### config.mk
export PLATFORM = sky130hd
export DESIGN_NAME = wbck_arbiter_flat
export DESIGN_NICKNAME = d
export VERILOG_FILES = /design/src/rtl/wbck_arbiter_pkg.sv /design/src/rtl/wbck_arbiter_if.sv /design/src/rtl/wbck_arbiter_rr_arb.sv /design/src/rtl/wbck_arbiter.sv /design/src/flat_wrapper.sv
export SDC_FILE = /design/constraint.sdc
export NUM_CORES = 1
export LEC_CHECK = 0
export CAP_MARGIN = 20
export CORE_AREA = 8 8 122 124
export CTS_CLUSTER_SIZE = 30
export DETAILED_ROUTE_END_ITERATION = 10
export DIE_AREA = 0 0 130 132
export PLACE_DENSITY = 0.68
export SYNTH_ARGS = -nofsm -noshare
export SYNTH_HDL_FRONTEND = slang
export SYNTH_SLANG_ARGS = --single-unit
### constraint.sdc
create_clock -name clk -period 2.3 [get_ports clk]
set_input_delay 0.23 -clock clk [delete_from_list [all_inputs] [get_ports clk]]
set_output_delay 0.23 -clock clk [all_outputs]
set_load 0.1 [all_outputs]
### src/rtl/wbck_arbiter_pkg.sv
// Shared constants for the integer writeback path: data/index widths and
// the fixed requester slot assignment used by dispatch and the execution units.
package wbck_arbiter_pkg;

  localparam int unsigned WB_XLEN  = 32;
  localparam int unsigned WB_RFIDX = 5;

  localparam int unsigned WB_ALU = 0;
  localparam int unsigned WB_LSU = 1;
  localparam int unsigned WB_MDV = 2;

endpackage

### src/rtl/wbck_arbiter_if.sv
// Writeback request bus from the execution units plus the register file write port.
interface wbck_arbiter_if
  import wbck_arbiter_pkg::*;
#(
  parameter int unsigned NREQ  = 3,
  parameter int unsigned XLEN  = WB_XLEN,
  parameter int unsigned RFIDX = WB_RFIDX
);

  logic [NREQ-1:0]       req_valid;
  logic [NREQ*RFIDX-1:0] req_idx;
  logic [NREQ*XLEN-1:0]  req_dat;
  logic [NREQ-1:0]       req_ready;
  logic                  wbck_dest_wen;
  logic [31:0]           wbck_dest_idx;
  logic [XLEN-1:0]       wbck_dest_dat;

  modport master (
    output req_valid, req_idx, req_dat,
    input  req_ready, wbck_dest_wen, wbck_dest_idx, wbck_dest_dat
  );

  modport slave (
    input  req_valid, req_idx, req_dat,
    output req_ready, wbck_dest_wen, wbck_dest_idx, wbck_dest_dat
  );

endinterface

### src/rtl/wbck_arbiter_rr_arb.sv
// Parameterised round-robin arbiter; the pointer moves past the winner after
// every grant. Grants are forced low while reset is asserted.
module rr_arb #(
  parameter  int unsigned NREQ = 3,
  localparam int unsigned PW   = (NREQ > 1) ? $clog2(NREQ) : 1
) (
  input  logic            clk,
  input  logic            rst_n,
  input  logic [NREQ-1:0] req,
  output logic [NREQ-1:0] gnt,
  output logic [PW-1:0]   gnt_idx,
  output logic            gnt_any
);

  logic [PW-1:0] ptr_q;
  logic [PW-1:0] win;
  logic          any;

  always_comb begin
    win = '0;
    any = 1'b0;
    for (int unsigned i = 0; i < NREQ; i++) begin
      int unsigned   c;
      logic [PW-1:0] ci;
      c = 32'(ptr_q) + i;
      if (c >= NREQ) c = c - NREQ;
      ci = PW'(c);
      if (!any && req[ci]) begin
        any = 1'b1;
        win = ci;
      end
    end
  end

  always_comb begin
    gnt = '0;
    if (any && rst_n) gnt[win] = 1'b1;
  end

  assign gnt_idx = win;
  assign gnt_any = any & rst_n;

  always_ff @(posedge clk or negedge rst_n) begin
    if (!rst_n) begin
      ptr_q <= '0;
    end else if (any) begin
      ptr_q <= (win == PW'(NREQ - 1)) ? '0 : win + 1'b1;
    end
  end

endmodule

### src/rtl/wbck_arbiter.sv
// Shares the register file write port among NREQ writeback sources and keeps
// a pending bit per register for long-latency producers.
module wbck_arbiter
  import wbck_arbiter_pkg::*;
#(
  parameter int unsigned XLEN  = WB_XLEN,
  parameter int unsigned NREQ  = 3,
  parameter int unsigned RFIDX = WB_RFIDX
) (
  input  logic             clk,
  input  logic             rst_n,
  wbck_arbiter_if.slave    bus,
  input  logic             disp_valid,
  input  logic             disp_long,
  input  logic [RFIDX-1:0] disp_rd,
  input  logic [RFIDX-1:0] disp_rs1,
  input  logic [RFIDX-1:0] disp_rs2,
  output logic             disp_hazard,
  output logic [31:0]      sb_pending
);

  localparam int unsigned PW = (NREQ > 1) ? $clog2(NREQ) : 1;

  logic [NREQ-1:0]  gnt;
  logic [PW-1:0]    gnt_idx;
  logic             gnt_any;
  logic [RFIDX-1:0] w_idx;
  logic [XLEN-1:0]  w_dat;
  logic             xfer;
  logic             sb_set;
  logic             sb_clr;
  logic [31:0]      sb_q;
  logic [31:0]      sb_d;

  rr_arb #(.NREQ(NREQ)) u_rr_arb (
    .clk     (clk),
    .rst_n   (rst_n),
    .req     (bus.req_valid),
    .gnt     (gnt),
    .gnt_idx (gnt_idx),
    .gnt_any (gnt_any)
  );

  always_comb begin
    w_idx = '0;
    w_dat = '0;
    for (int unsigned k = 0; k < NREQ; k++) begin
      if (gnt[k]) begin
        w_idx = bus.req_idx[k*RFIDX +: RFIDX];
        w_dat = bus.req_dat[k*XLEN +: XLEN];
      end
    end
  end

  assign xfer              = |(bus.req_valid & gnt);
  assign bus.req_ready     = gnt;
  assign bus.wbck_dest_wen = xfer & (w_idx != '0);
  assign bus.wbck_dest_idx = 32'(w_idx);
  assign bus.wbck_dest_dat = w_dat;

  assign disp_hazard = disp_valid & (sb_q[disp_rs1] | sb_q[disp_rs2] | sb_q[disp_rd]);
  assign sb_set      = disp_valid & disp_long & ~disp_hazard & (disp_rd != '0);
  assign sb_clr      = xfer & gnt_any & (gnt_idx != PW'(WB_ALU));

  // Set is applied after clear so a new producer wins over a retiring one.
  always_comb begin
    sb_d = sb_q;
    if (sb_clr) sb_d[w_idx]   = 1'b0;
    if (sb_set) sb_d[disp_rd] = 1'b1;
    sb_d[0] = 1'b0;
  end

  always_ff @(posedge clk or negedge rst_n) begin
    if (!rst_n) sb_q <= '0;
    else        sb_q <= sb_d;
  end

  assign sb_pending = sb_q;

endmodule
### src/flat_wrapper.sv
// flat-port wrapper written by rule: the top's interface ports become plain ports
module wbck_arbiter_flat import wbck_arbiter_pkg::*;
#(
  parameter int unsigned XLEN  = WB_XLEN,
  parameter int unsigned NREQ  = 3,
  parameter int unsigned RFIDX = WB_RFIDX
)
  (clk, rst_n, disp_valid, disp_long, disp_rd, disp_rs1, disp_rs2, disp_hazard, sb_pending, bus_req_valid, bus_req_idx, bus_req_dat, bus_req_ready, bus_wbck_dest_wen, bus_wbck_dest_idx, bus_wbck_dest_dat);
  wbck_arbiter_if #(.NREQ(NREQ), .XLEN(XLEN), .RFIDX(RFIDX)) bus_i ();
  input  logic clk;
  input  logic rst_n;
  input  logic disp_valid;
  input  logic disp_long;
  input  logic [RFIDX-1:0] disp_rd;
  input  logic [RFIDX-1:0] disp_rs1;
  input  logic [RFIDX-1:0] disp_rs2;
  output logic disp_hazard;
  output logic [31:0] sb_pending;
  input wire logic [$bits(bus_i.req_valid)-1:0] bus_req_valid;
  input wire logic [$bits(bus_i.req_idx)-1:0] bus_req_idx;
  input wire logic [$bits(bus_i.req_dat)-1:0] bus_req_dat;
  output wire logic [$bits(bus_i.req_ready)-1:0] bus_req_ready;
  output wire logic [$bits(bus_i.wbck_dest_wen)-1:0] bus_wbck_dest_wen;
  output wire logic [$bits(bus_i.wbck_dest_idx)-1:0] bus_wbck_dest_idx;
  output wire logic [$bits(bus_i.wbck_dest_dat)-1:0] bus_wbck_dest_dat;
  assign bus_i.req_valid = bus_req_valid;
  assign bus_i.req_idx = bus_req_idx;
  assign bus_i.req_dat = bus_req_dat;
  assign bus_req_ready = bus_i.req_ready;
  assign bus_wbck_dest_wen = bus_i.wbck_dest_wen;
  assign bus_wbck_dest_idx = bus_i.wbck_dest_idx;
  assign bus_wbck_dest_dat = bus_i.wbck_dest_dat;
  wbck_arbiter #(.XLEN(XLEN), .NREQ(NREQ), .RFIDX(RFIDX)) u_core (.clk(clk), .rst_n(rst_n), .bus(bus_i), .disp_valid(disp_valid), .disp_long(disp_long), .disp_rd(disp_rd), .disp_rs1(disp_rs1), .disp_rs2(disp_rs2), .disp_hazard(disp_hazard), .sb_pending(sb_pending));
endmodule
# Word-level counts from Yosys, hierarchy flattened
# Index checks and enable logic that the tools add are counted.
totals:
  wordCells: 87
  input_bits: 133
  register_bits: 33
classes:
  n_eq_ne: 1
  bitwise_logic: 15
  mux: 37
  reduce_logical: 12
  order_cmp: 14
  n_addsub: 6
op_table:
  columns: ["operator", "n"]
  rows:
  - ["two-way mux 32 bit", 5]
  - ["AND 32 bit", 1]
  - ["inverter 32 bit", 1]
  - ["bitwise OR 32 bit", 1]
  - ["< comparator 5 x 6 -> 1 bit (second input constant)", 4]
  - ["binary-select mux 1 bit (select 5 bit)", 3]
  - ["two-way mux 5 bit", 3]
  - ["two-way mux 2 bit", 7]
  - ["< comparator 2 x 3 -> 1 bit (second input constant)", 4]
  - ["two-way mux 1 bit", 12]
  - ["demux 1 bit (select 5 bit)", 2]
  - ["greater-or-equal comparator 5 x 1 -> 1 bit (second input constant)", 2]
  - ["nonzero test 5 bit", 2]
  - ["AND 1 bit", 8]
  - ["binary-select mux 1 bit (select 2 bit)", 3]
  - ["greater-or-equal comparator 3 x 2 -> 1 bit (second input constant)", 2]
  - ["logical AND 1 bit", 6]
  - ["subtractor 2 bit (second input constant)", 3]
  - ["adder 2 x 1 -> 3 bit (second input constant)", 1]
  - ["adder 2 x 2 -> 3 bit (second input constant)", 1]
  - ["AND 3 bit", 1]
  - ["two-way mux 3 bit", 1]
  - ["OR reduction 3 bit", 1]
  - ["adder 2 x 1 -> 2 bit (second input constant)", 1]
  - ["8 further kinds", 10]

# Longest topological paths before layout
depth:
  depth_word: 28
  ltp_mapped: 12

# Modules after synthesis
# From an unflattened synthesis, not the netlist that was laid out.
unflattened:
  hier_cells: 453
  hier_area_um2: 3731.1
by_module_without_submodules:
  columns: ["mod", "instances", "area_each_um2", "cells_each", "seq_area_each_um2"]
  rows:
  - ["wbck_arbiter", 1, 3432.0, 417, 775.7]
  - ["rr_arb", 1, 299.0, 36, 50.0]

# Worst setup path after synthesis
# OpenSTA, ideal clock, no wires.
synth_path:
  path_type: "reg-to-output"
  from: "reg u_core.sb_q[6], in the netlist u_core.sb_pending[6]"
  to: "out disp_hazard"
  stages_incl_launch_ff: 6
  arrival_ps: 4328
  path_slack_ps: -2258
  path_buffers: 0
  path_cell_list: "dfrtp_1 > mux4_1 > inv_1 > a2111oi_0 > nor3_4 > a21boi_0"
synth_via:
  elab_chain_cells: 5
  elab_cells_between_ends: 9
synth_rtl:
  columns: ["element", "line_no", "source"]
  rows:
  - ["start: declaration", "wbck_arbiter.sv:32", "logic [31:0] sb_q;"]
  - ["start signal: assignment", "wbck_arbiter.sv:74", "if (!rst_n) sb_q <= '0;"]
  - ["start signal: assignment", "wbck_arbiter.sv:75", "else sb_q <= sb_d;"]
  - ["binary-select mux 1 bit (select 5 bit)", "wbck_arbiter.sv:61", "assign disp_hazard = disp_valid & (sb_q[disp_rs1] | sb_q[disp_rs2] | sb_q[disp_rd]);"]
  - ["two-way mux 1 bit (implied by the code)", "wbck_arbiter.sv:61", null]
  - ["bitwise OR 1 bit", "wbck_arbiter.sv:61", null]
  - ["bitwise OR 1 bit *", "wbck_arbiter.sv:61", null]
  - ["AND 1 bit *", "wbck_arbiter.sv:61", null]
  - ["end: declaration", "flat_wrapper.sv:17", "output logic disp_hazard;"]
# Mark *: on every way between the ends. The rest lies on a longest branch, timed or not. The select of a mux whose other input is x is not followed.

# Worst setup path after layout
layout_path:
  from: "reg u_core.u_rr_arb.ptr_q[1]"
  to: "reg u_core.sb_q[13], in the netlist u_core.sb_pending[13]"
layout_via:
  elab_chain_cells: 28
  elab_cells_between_ends: 53
layout_rtl:
  columns: ["element", "line_no", "source"]
  rows:
  - ["start: declaration", "wbck_arbiter_rr_arb.sv:15", "logic [PW-1:0] ptr_q;"]
  - ["start signal: assignment", "wbck_arbiter_rr_arb.sv:47", "ptr_q <= (win == PW'(NREQ - 1)) ? '0 : win + 1'b1;"]
  - ["parallel branches: the longest is 25 deep, another holds adder 2 x 1 -> 3 bit", null, null]
  - ["two-way mux 32 bit *", "wbck_arbiter.sv:68", "if (sb_clr) sb_d[w_idx] = 1'b0;"]
  - ["bitwise OR 32 bit (no line)", null, null]
  - ["two-way mux 32 bit *", "wbck_arbiter.sv:69", "if (sb_set) sb_d[disp_rd] = 1'b1;"]
  - ["net u_core.sb_d[13]", "wbck_arbiter.sv:33", "logic [31:0] sb_d;"]
# Mark *: on every way through the listed nets, which the timed path passes. The select of a mux whose other input is x is not followed.
# A chain may end at the register's enable or synchronous reset.

==> impl_results.rst <==
.. list-table::
   :header-rows: 1

   * - Metric
     - Value
   * - Path category of the worst min-delay check
     - primary input to flip-flop
   * - Final critical-path required period
     - 2900 ps
   * - CTS H-tree depth
     - 2
   * - Maximum count of clock buffers along a single path
     - 2
   * - DRC violations left
     - 0
   * - Floorplan row count
     - 42
   * - Top cells by area in the synthesized netlist
     - sky130_fd_sc_hd__dfrtp_1 22%, sky130_fd_sc_hd__mux2i_1 14%, sky130_fd_sc_hd__a211oi_1 6.7%
   * - Psw
     - ~7 mW
   * - Capturing instance or port of the critical path
     - u_core.sb_pending[13]$_DFF_PN0_
   * - Number of sinks driven by the clock tree
     - 33
   * - Reg-to-Reg End
     - u_core.sb_pending[13]$_DFF_PN0_
   * - Cell area after synthesis
     - between 3000 and 4000 µm²
   * - Distinct cell type count of the synthesized netlist
     - 55
   * - PnR worst setup slack
     - -604 ps
   * - Worst voltage drop across the vdd grid
     - about 0.00076 V
   * - Final clock period utilization by the worst path
     - 126%
   * - Startpoint-to-endpoint class of the critical path
     - flip-flop to flip-flop
   * - Clock Skews
     - 5.34 ps
   * - Overall power after layout
     - between 10 and 15 mW
   * - Mapped Avg Cell Area
     - 8.93 µm²
   * - Violations in the final reports
     - negative setup slack
   * - Endpoints failing hold
     - 0
   * - CP endpoint kind
     - flip-flop
   * - Initial cell density of the core
     - between 20% and 30%
   * - Largest fanout on the critical path
     - 8
   * - Max-capacitance violation count
     - 0
   * - Measured slew at the worst slew-check pin
     - approximately 530 ps
   * - Number of placed instances, taps included
     - 873
   * - Number of hold buffers added after CTS
     - 0
   * - Floorplan die area
     - 17200 µm²
   * - Residual overflow from global routing
     - 0
   * - Post-DP HPWL
     - 15600 µm
   * - Aggregate routed wire length
     - between 20000 and 25000 µm
   * - Clock power frac
     - ~6.1%
   * - Final Max Tran Viols
     - 0
   * - Width of the die
     - roughly 130 µm
   * - Via count of the first global-routing pass
     - roughly 5700
   * - Via count
     - slightly above 5000
   * - Core Region
     - 13000 µm²
   * - Number of fill cells in the layout
     - 878
   * - Post-synthesis async set-or-reset flop share
     - between 90% and 100%
   * - Count of flip-flops with a built-in enable after synthesis
     - 0
   * - Pwr dens
     - ~1400 nW/µm²
   * - Number of standard cells in the final layout excluding fillers
     - roughly 930
   * - Critical Path, Cell by Cell
     - ha_4, buf_4, a21oi_4, o21a_2, nand2_8, a311o_1, buf_6, clkinvlp_4, buf_4, buf_6, buf_6, nand2_8, o31ai_2, o41ai_1
   * - Length of the first detailed-routing pass in iterations
     - 4
   * - Number of synthesized register bits
     - 33
   * - Layout net count
     - roughly 890
   * - Result of the run
     - complete, but fails checks
   * - CTS root buf
     - sky130_fd_sc_hd__clkbuf_16
   * - Reg2Reg Setup Slack
     - -600 ps
   * - Iteration-0 DRC count of the detailed router
     - a little over 300
   * - Residual antenna-violating net count after detailed routing
     - 0
   * - Leading cell type in the layout, fill and taps excluded
     - sky130_fd_sc_hd__buf_4
   * - Synth Warn #
     - 0
   * - Post-CTS clock slew at the launch and capture registers of the worst setup and hold paths
     - about 50 ps
   * - Most instantiated flip-flop cell in the synthesis netlist
     - sky130_fd_sc_hd__dfrtp_1
   * - Reg-to-reg critical path startpoint
     - u_core.u_rr_arb.ptr_q[1]$_DFFE_PN0N_
   * - Share of cells above drive strength 1
     - 58.1%
   * - Number of setup violations in the final report
     - 73
   * - Sequential cell area fraction in the yosys report
     - between 20% and 30%
   * - Switching portion of total power
     - 55.7%
   * - Cell seen most often among critical-path stages
     - sky130_fd_sc_hd__buf_6
   * - Fraction of post-synthesis cell area in the top cell type by area
     - about 22%
   * - Startpoint type of the worst setup path
     - flip-flop
   * - Data required time at the worst endpoint
     - ~2400 ps
   * - Total GRT Usage
     - 24.2%
   * - Largest area contributor in the netlist
     - sky130_fd_sc_hd__dfrtp_1
   * - Pin count of the biggest net entering global routing
     - 34
   * - First-pass GRT wire length
     - between 30000 and 40000 µm
   * - Final GP Congestion
     - between 0.9 and 1
   * - Relative slew slack
     - about 64%
   * - Fraction of power consumed by combinational cells
     - 85.6%
   * - Crit-path max cell delay
     - between 400 and 500 ps
   * - Count of buffers inserted at the top-level ports
     - approximately 210
   * - Critical path startpoint
     - u_core.u_rr_arb.ptr_q[1]$_DFFE_PN0N_
   * - Area overhead of the layout relative to synthesis
     - 145%
   * - TritonCTS clock tree
     - built
   * - Average wire per cell in the routed design
     - 22.9 µm
   * - Via count normalized by instance count
     - roughly 5.5
   * - Critical Path AT
     - approximately 3000 ps
   * - Placed inst area
     - between 7000 and 8000 µm²
   * - Cell depth of the worst flop-to-flop path
     - 14
   * - Hold-critical path depth
     - 4
   * - Clock latency on the worst-skew pair
     - 280 ps
   * - Highest-count cells in the layout ignoring fill and taps
     - 133 x sky130_fd_sc_hd__buf_4, 122 x sky130_fd_sc_hd__clkdlybuf4s50_1, 55 x sky130_fd_sc_hd__buf_12
   * - Max stage delay cell, worst path
     - sky130_fd_sc_hd__dfrtp_1
   * - Standby leakage power
     - between 3 and 4 nW
   * - Final design instance area without fill
     - between 9000 and 10000 µm²
   * - Highest achievable clock rate
     - roughly 340 MHz
   * - Num CTS Buffers
     - 5
   * - Share of total power in sequential cells
     - roughly 8.3%
   * - Cell internal pwr
     - approximately 5.7 mW
   * - Top-level port count
     - around 230
   * - Diode count
     - 0
   * - Instance count of the mapped netlist
     - 427
   * - Initial antenna violation count
     - 0
   * - Overall die height
     - roughly 130 µm
   * - RSZ-0062 raised after global routing
     - yes
through the flow:
| stage | setup WS, ps | hold slack, ps | util, % | setup TNS [ps] |
|---|---|---|---|---|
| floorplan | -646 | -65.6 | - | -26020 |
| global placement | -518 | 556 | 60.8 | -22910 |
| detailed placement | -507 | 557 | 60.8 | -23930 |
| CTS | -517 | 569 | 69.6 | -25860 |
| global route | -697 | 578 | 72.1 | -39670 |
| finish | -604 | 569 | 72.1 | -32720 |
state kept, by name, indices dropped and copies added, names as in the netlist:
name,cells
u_core.sb_pending,31
u_core.u_rr_arb.ptr_q,2
kinds of logic after synthesis:
kind of cell	Yosys count	synth area share [%]
AO/OA/AOI/OAI	145	28.7
AND/OR/NAND/NOR	97	13.0
buffers and inverters	81	13.3
multiplexers	68	22.7
flip-flops	33	21.7
adder cells (fa/ha/maj)	2	0.656
other	1	0.0984
routing by layer:
layer	global-route usage, %	share of wire (%)
met1	27.1	37
met2	42.3	51
met3	7.44	9.9
met4	7.94	2.7
met5	0	0
how the worst min path moves through the flow:
| stage | from | end | slack (ps) |
|---|---|---|---|
| after floorplan | rst_n | u_core.sb_pending[12]$_DFF_PN0_ | -70 |
| after global placement | u_core.sb_pending[13]$_DFF_PN0_ | u_core.sb_pending[13]$_DFF_PN0_ | 560 |
| after detailed placement | u_core.sb_pending[18]$_DFF_PN0_ | u_core.sb_pending[18]$_DFF_PN0_ | 560 |
| after CTS | u_core.sb_pending[18]$_DFF_PN0_ | u_core.sb_pending[18]$_DFF_PN0_ | 570 |
| after global routing | disp_rd[1] | u_core.sb_pending[12]$_DFF_PN0_ | 580 |
| final | disp_rd[1] | u_core.sb_pending[12]$_DFF_PN0_ | 570 |
Yosys cell counts, types with 3 or more instances:
cell type and number:
sky130_fd_sc_hd__a211oi_1 34, sky130_fd_sc_hd__a21oi_1 3, sky130_fd_sc_hd__a311o_1 3, sky130_fd_sc_hd__a311oi_1 3
sky130_fd_sc_hd__buf_2 9, sky130_fd_sc_hd__buf_4 31, sky130_fd_sc_hd__buf_6 8, sky130_fd_sc_hd__clkbuf_1 13
sky130_fd_sc_hd__dfrtp_1 33, sky130_fd_sc_hd__inv_1 15, sky130_fd_sc_hd__mux2i_1 54, sky130_fd_sc_hd__mux4_1 5
sky130_fd_sc_hd__mux4_2 8, sky130_fd_sc_hd__nand2_1 10, sky130_fd_sc_hd__nand2b_1 3, sky130_fd_sc_hd__nand3_1 7
sky130_fd_sc_hd__nand3b_1 3, sky130_fd_sc_hd__nor2_1 47, sky130_fd_sc_hd__nor2b_1 3, sky130_fd_sc_hd__nor3_1 6
sky130_fd_sc_hd__o2111ai_1 3, sky130_fd_sc_hd__o211ai_1 6, sky130_fd_sc_hd__o21a_1 3, sky130_fd_sc_hd__o21ai_0 17
sky130_fd_sc_hd__o22ai_1 5, sky130_fd_sc_hd__o31ai_1 32, sky130_fd_sc_hd__o41ai_1 22, sky130_fd_sc_hd__or3b_2 3
timing repair:
| action | in CTS | in global routing |
|---|---|---|
| setup endpoints to repair | 73 | 73 |
| setup buffers | 28 | 17 |
| gates resized for setup | 135 | 41 |
| cloned | 6 | 0 |
| pin swaps | 45 | 25 |
area by class of cell:
class | instances | area (µm²) | area share, %
multi-input cells | 340 | 4030 | 43.1
repair buffers | 358 | 3970 | 42.5
clock inverters | 1 | 30.0 | 0.321
flip-flops and latches | 33 | 885 | 9.46
inverters | 16 | 71.3 | 0.762
well taps | 176 | 220 | 2.35
clock buffers | 7 | 143 | 1.52
worst max-delay path: cells and delay by family, from the launching register on:
family | cells | cell delay, ps
AOI/OAI and AO/OA | 5 | 1200
adders and majority gates | 1 | 290
DFF | 1 | 420
buffers and inverters | 6 | 660
and+or+nand+nor | 2 | 180
power by group through the flow:
stage	clock network, mW	registers [mW]	logic (mW)
after floorplan	0	1.97	5.49
after global placement	0	1.02	9.32
after detailed placement	0	1.03	9.39
after CTS	0.786	1.04	10.5
after global routing	0.818	1.08	11.4
final	0.787	1.06	11.0
Power figures use the tool's default switching activity.
